## src/rtl/branch_resolve.sv

```systemverilog
// Execute-stage branch resolver: decides taken/not-taken for B-type, JAL and JALR,
// hands the target PC to fetch over a valid/ready redirect, then holds a flush window.
module branch_resolve #(
    parameter int XLEN         = 32,
    parameter int FLUSH_CYCLES = 2,
    parameter int CNT_W        = 16
) (
    input  logic             clk,
    input  logic             rst_n,
    input  logic             br_valid,
    output logic             br_ready,
    input  logic [2:0]       funct3,
    input  logic             is_jal,
    input  logic             is_jalr,
    input  logic [XLEN-1:0]  pc,
    input  logic [XLEN-1:0]  imm,
    input  logic [XLEN-1:0]  rs1,
    output logic             BrUn,
    input  logic             BrEq,
    input  logic             BrLT,
    output logic             redirect_valid,
    input  logic             redirect_ready,
    output logic [XLEN-1:0]  redirect_pc,
    output logic             flush,
    output logic             illegal,
    output logic [CNT_W-1:0] br_cnt,
    output logic [CNT_W-1:0] taken_cnt
);

    // Handshakes: a transfer happens on a rising edge where valid and ready are both high.
    // redirect_valid/redirect_pc stay stable until redirect_ready is seen; br_valid outside
    // IDLE is simply not accepted and is expected to be held by the upstream stage.

    localparam int FW = (FLUSH_CYCLES < 1) ? 1 : $clog2(FLUSH_CYCLES + 1);

    typedef enum logic [1:0] {
        IDLE     = 2'd0,
        REDIRECT = 2'd1,
        FLUSH    = 2'd2
    } state_t;

    state_t          state;
    logic [FW-1:0]   flush_left;
    logic            taken;
    logic            bad_funct3;
    logic [XLEN-1:0] target;
    logic [XLEN-1:0] jalr_sum;

    assign BrUn = funct3[1];

    always_comb begin
        taken      = 1'b0;
        bad_funct3 = 1'b0;
        jalr_sum   = rs1 + imm;
        target     = pc + imm;
        if (is_jal) begin
            taken = 1'b1;
        end else if (is_jalr) begin
            taken  = 1'b1;
            target = {jalr_sum[XLEN-1:1], 1'b0};
        end else begin
            case (funct3)
                3'b000:         taken = BrEq;
                3'b001:         taken = !BrEq;
                3'b100, 3'b110: taken = BrLT;
                3'b101, 3'b111: taken = !BrLT;
                default:        bad_funct3 = 1'b1;
            endcase
        end
    end

    always_ff @(posedge clk or negedge rst_n) begin
        if (!rst_n) begin
            state          <= IDLE;
            flush_left     <= '0;
            br_ready       <= 1'b0;
            redirect_valid <= 1'b0;
            redirect_pc    <= '0;
            flush          <= 1'b0;
            illegal        <= 1'b0;
            br_cnt         <= '0;
            taken_cnt      <= '0;
        end else begin
            illegal <= 1'b0;
            case (state)
                IDLE: begin
                    br_ready <= 1'b1;
                    if (br_valid && br_ready) begin
                        if (br_cnt != '1) br_cnt <= br_cnt + 1'b1;
                        illegal <= bad_funct3;
                        if (taken) begin
                            if (taken_cnt != '1) taken_cnt <= taken_cnt + 1'b1;
                            redirect_pc    <= target;
                            redirect_valid <= 1'b1;
                            br_ready       <= 1'b0;
                            state          <= REDIRECT;
                        end
                    end
                end
                REDIRECT: begin
                    if (redirect_ready) begin
                        redirect_valid <= 1'b0;
                        if (FLUSH_CYCLES == 0) begin
                            br_ready <= 1'b1;
                            state    <= IDLE;
                        end else begin
                            flush      <= 1'b1;
                            flush_left <= FW'(FLUSH_CYCLES);
                            state      <= FLUSH;
                        end
                    end
                end
                FLUSH: begin
                    // flush_left counts the flush cycles still owed including this one
                    if (flush_left <= FW'(1)) begin
                        flush    <= 1'b0;
                        br_ready <= 1'b1;
                        state    <= IDLE;
                    end else begin
                        flush_left <= flush_left - 1'b1;
                    end
                end
                default: begin
                    flush          <= 1'b0;
                    redirect_valid <= 1'b0;
                    br_ready       <= 1'b0;
                    state          <= IDLE;
                end
            endcase
        end
    end

endmodule

```

## config.mk

```make
export PLATFORM = sky130hd
export DESIGN_NAME = branch_resolve
export DESIGN_NICKNAME = d
export VERILOG_FILES = /design/src/rtl/branch_resolve.sv
export SDC_FILE = /design/constraint.sdc
export NUM_CORES = 1
export LEC_CHECK = 0
export ABC_AREA = 1
export BUFFER_PORTS_ARGS = -buffer_cell sky130_fd_sc_hd__buf_4
export CAP_MARGIN = 0
export CORE_ASPECT_RATIO = 1.5
export CORE_MARGIN = 2
export CORE_UTILIZATION = 45
export DETAILED_ROUTE_END_ITERATION = 8
export HOLD_SLACK_MARGIN = 0.02
export PLACE_DENSITY = 0.68
export SYNTH_ARGS = -nofsm -noshare
export SYNTH_HDL_FRONTEND = slang
export SYNTH_SLANG_ARGS = --single-unit
```

## constraint.sdc

```tcl
create_clock -name clk -period 4.9 [get_ports clk]
set_clock_uncertainty 0.05 [all_clocks]
set_input_delay 0.735 -clock clk [delete_from_list [all_inputs] [get_ports clk]]
set_output_delay 0.735 -clock clk [all_outputs]
set_load 0.05 [all_outputs]
```

Yosys cells after proc, flatten, opt, wreduce, memory -nomap -nowiden
Cells that the tools add are included.
Storage, ports and cells
  register bits: 72
  bits of input ports: 107
  word-level logic and storage cells: 77
  output and inout bits: 69
Cells by class
  mux-type cells: 28
  eq/ne operators: 14
  bitwise logic cells: 3
  reductions and logical operators: 17
  order comparisons: 1
  $add $sub $neg: 5
Operators with widths (count)
  adder 32 bit: 2
  2-to-1 mux 32 bit: 2
  adder 16 x 1 -> 16 bit (second input constant): 2
  != test 16 bit (second input constant): 2
  2-to-1 mux 1 bit: 15
  equality test 3 bit (second input constant): 4
  AND reduction 3 bit: 4
  AND reduction 4 bit: 3
  2-to-1 mux 2 bit: 5
  != test 2 bit (second input constant): 5
  one-hot mux 1 bit (3 select lines): 3
  one-hot mux 2 bit (3 select lines): 1
  OR reduction 6 bit: 1
  one-hot mux 1 bit (4 select lines): 1
  one-hot mux 2 bit (2 select lines): 1
  OR reduction 2 bit: 2
  equality test 3 x 1 -> 1 bit (second input constant): 1
  zero test 3 bit: 1
  NOT 1 bit: 3
  equality test 2 x 1 -> 1 bit (second input constant): 1
  equality test 2 bit (second input constant): 1
  less-or-equal comparator 2 x 1 -> 1 bit (second input constant): 1
  zero test 1 bit: 2
  zero test 2 bit: 1
  other kinds (4): 4

Logic depth before layout (Yosys ltp)
  word-level depth: 8
  gate-level depth with buffers: 16
  mapped depth without buffers: 16

Worst setup path before layout
Ideal clock, no wire load.
  path type: input to register
  start point: in pc[0]
  end point: reg redirect_pc[22]
  data arrival time: 2.214 ns
  data required time: 4.732 ns
  slack: 2.518 ns
  buffers on the path: 0
  stages on the path: 14
  library setup time: 0.118 ns
  cells stage by stage: ha_1 -> fa_1 -> nand3_1 -> nand3_1 -> nand2_1 -> nand2_1 -> nand2_1 -> nand2_1 -> nand2_1 -> nand3_1 -> nand3_1 -> nand2_1 -> nand2_1 -> nand2_1
On the way
  longest elaborated chain between the ends: 3
RTL lines
  from (decl): RTL line 15  | input logic [XLEN-1:0] pc,
  adder 32 bit *: RTL line 55  | target = pc + imm;
  2-to-1 mux 32 bit: RTL line 58  | end else if (is_jalr) begin
  2-to-1 mux 32 bit *: RTL line 56  | if (is_jal) begin
  to (signal assigned): RTL line 93  | redirect_pc <= target;
  to (decl): RTL line 23  | output logic [XLEN-1:0] redirect_pc,
Every way passes the cells marked *; elsewhere a longest branch is shown, timed or not.
A chain may end at the register's enable or synchronous reset.

Worst setup path in the final report
  start point: in BrEq
  end point: reg redirect_pc[1]
On the way
  longest elaborated chain between the ends: 5
RTL lines
  from (decl): RTL line 19  | input logic BrEq,
  zero test 1 bit: RTL line 64  | 3'b001: taken = !BrEq;
  one-hot mux 1 bit (4 select lines) *: RTL line 62  | case (funct3)
  2-to-1 mux 1 bit *: RTL line 58
  2-to-1 mux 1 bit *: RTL line 56
  AND reduction 3 bit (no line) *
Marks and branches as above.

==> metrics.txt <==
CP endpoint kind=flop; Finish-stage setup viols=0; PostCTS Resize Cnt=0; outcome=finished clean; worst vdd ir=0.224 mV; worst-path fanout max=37; worst skew pair latency=0.34 ns; H-tree depth=3; most frequent cells in the layout=nand2_1 (571), inv_1 (285), buf_4 (177); setup repair bufs after CTS=0; Post-Synth XOR/XNOR Area=3.50%; vias=9321; Ant. Diodes=0; largest net degree at the start of global routing=73; Ys Warns=0; CTS tree=done; reg2reg setup slack=approximately 2.4 ns; mux share of post-synthesis cell area=0%; Critical Path Source Type=input port; CTS clk-pin slew, worst paths=approximately 0.060 ns; synth top area cells=nand2_1 (26%), dfrtp_1 (22%), inv_1 (13%); DP HPWL=23700 um; DRC=0; CP endpoint=redirect_pc[1]; worst hold path depth=2; drt initial violations=a little under 600; Synth Net Count=1627; Initial Utilization=46.1%; Antenna Nets Post-Route=0; Area Growth Syn to Fin=22.0%; port bufs=175; simple-gate share of the synthesized area=43.4%; Final #Nets=1800; Cell Area, Synth=0.00827 sq mm; Finished Core Util=56.2%; Final Max Tran Viols=0; antenna violations before repair=0; top-area cell type share of the netlist area=25.9%; first-pass GRT wire length=44400 um; CTS Sinks=72; Die Wd=115 um; IO Count=176; routability cong.=0.975; number of fill cells in the layout=1953; CTS max path bufs=2; GRT Total Usage=29.4%; Setup CP Type=in -> reg; Seq. cell area=0.00180 sq mm; Die Y-Extent=170 um; Least-Margin Pin Slew=0.936 ns; Num CTS Buffers=9; remaining global-route overflow=0; Post-CTS Hold Buffers=0; Arr. time, crit path=2.84 ns; Post-Synth Adder-Cell Area=around a tenth; Max Fclk=377 MHz; TNS Setup=0 ns; share of layout cells above drive strength 1=12.9%; worst reg2reg path startpoint=state[1]; CP startpoint=BrEq; synth unique cells=36; Pleak=just over 6 nW; DR vias/cell=5.04; synthesis-stage register bit count=72; MaxCap Viol Count=0; sequential share of the synthesized area=21.8%; vias in the first global route=8864; R2R cell count=5; RSZ-0062 raised after global routing=no; commonest non-fill, non-tap cell in the layout=nand2_1; DRT Pass-1 Iters=8; Avg Inst Size Synth=5.68 sq um; DR WL/cell=15.3 um; # rows=60; relative max-transition margin=37.6%; Power Density=375 mW/mm^2; HP Class=reg -> reg; end of the worst register-to-register path=redirect_pc[1]; Root Driver=clkbuf_16; area leader, netlist=nand2_1; complex-gate fraction of the synthesized area=between 7 and 8%; Hold Fails Final Rpt=0; min Tclk post-route=2.65 ns; multi-input logic area=0.00530 sq mm; Post-Route WL=28300 um; cell count after synthesis=between 1000 and 1500; die area=0.0195 sq mm; main combinational cell family by area after synthesis=simple AND/OR/NAND/NOR gates; fin crit share=54.1%; Core ar.=0.0179 sq mm; WP data required=a little over 5 ns
-- worst min-delay path by stage --
| stage | from | endpoint | slack (ns) |
|---|---|---|---|
| 2_1_floorplan | rst_n | br_cnt[0] | 0.39 |
| 3_3_place_gp | redirect_pc[0] | redirect_pc[0] | 0.42 |
| 3_5_place_dp | redirect_pc[0] | redirect_pc[0] | 0.42 |
| 4_1_cts | redirect_pc[11] | redirect_pc[11] | 0.44 |
| 5_1_grt | redirect_pc[10] | redirect_pc[10] | 0.45 |
| 6_report | redirect_pc[11] | redirect_pc[11] | 0.43 |
-- layout make-up --
type | count | share of cell area (%)
Tap cell | 217 | 2.69
Clock buffer | 9 | 2.23
Clock inverter | 7 | 0.707
Inverter | 289 | 10.8
Multi-Input combinational cell | 1078 | 52.6
Sequential cell | 72 | 17.9
Timing Repair Buffer | 177 | 13.2
-- power by group --
| part | internal (W) | switching (W) |
|---|---|---|
| Combinational | 0.000634 | 0.00149 |
| Sequential | 0.000796 | 0.000176 |
| Clock | 0.000396 | 0.000284 |
| Total | 0.00183 | 0.00195 |
-- critical path: stages --
cell      delay, ns
buf_4          0.11
a21oi_1        0.13
o211ai_1       0.11
o211ai_2       0.07
nand2_1        0.11
nor2_4         0.69
inv_2          0.53
o31ai_1        0.32
-- state kept, by name, indices dropped and copies added (netlist names) --
register,count
redirect_valid,1
state,2
redirect_pc,32
illegal,1
br_cnt,16
flush,1
taken_cnt,16
flush_left,2
br_ready,1
-- stage by stage --
step / instance area, sq um / power [W] / instances / setup WS (ns) / hold WS, ns
6_report: 10100 / 0.00378 / 1849 / 2.25 / 0.434
5_1_grt: 10100 / 0.00403 / 1849 / 2.02 / 0.454
4_1_cts: 10100 / 0.00379 / 1849 / 2.23 / 0.440
3_5_place_dp: 9790 / 0.00311 / 1833 / 1.89 / 0.421
3_3_place_gp: 9790 / 0.00308 / 1833 / 1.89 / 0.419
2_1_floorplan: 8270 / 0.00241 / 1454 / 2.52 / 0.389
-- metal layers --
layer / share of wire [%] / GRT usage (%) / wire [um]
met1: 37 / 30.4 / 10500
met2: 52 / 56.0 / 14600
met3: 4.5 / 2.39 / 1280
met4: 6.7 / 18.2 / 1880
met5: 0 / 0 / 0
-- cell usage after synthesis --
library cell / instances
a21boi_0: 1
a21o_1: 5
a21oi_1: 55
and2_1: 5
and3_1: 1
buf_2: 8
buf_4: 2
buf_6: 1
clkbuf_1: 4
dfrtp_1: 72
fa_1: 2
ha_1: 64
inv_1: 285
inv_2: 4
nand2_1: 571
nand2_4: 1
nand3_1: 124
nand3_2: 1
nand3b_1: 5
nand4_1: 13
nor2_1: 120
nor2_2: 3
nor2_4: 2
nor3_1: 19
nor3_2: 2
nor4_1: 3
o211ai_1: 5
o211ai_2: 1
o21ai_0: 32
o21bai_1: 3
o221ai_1: 1
o22ai_1: 2
o31ai_1: 1
or2_2: 3
xnor2_1: 9
xor2_1: 24
-- cells by family after synthesis --
| family | after synthesis |
|---|---|
| buffers and inverters | 304 |
| xor gates and xnor gates | 33 |
| AOI/OAI and AO/OA | 106 |
| adders and majority gates | 66 |
| and+or+nand+nor | 873 |
| DFF | 72 |
Power figures use the tool's default switching activity.
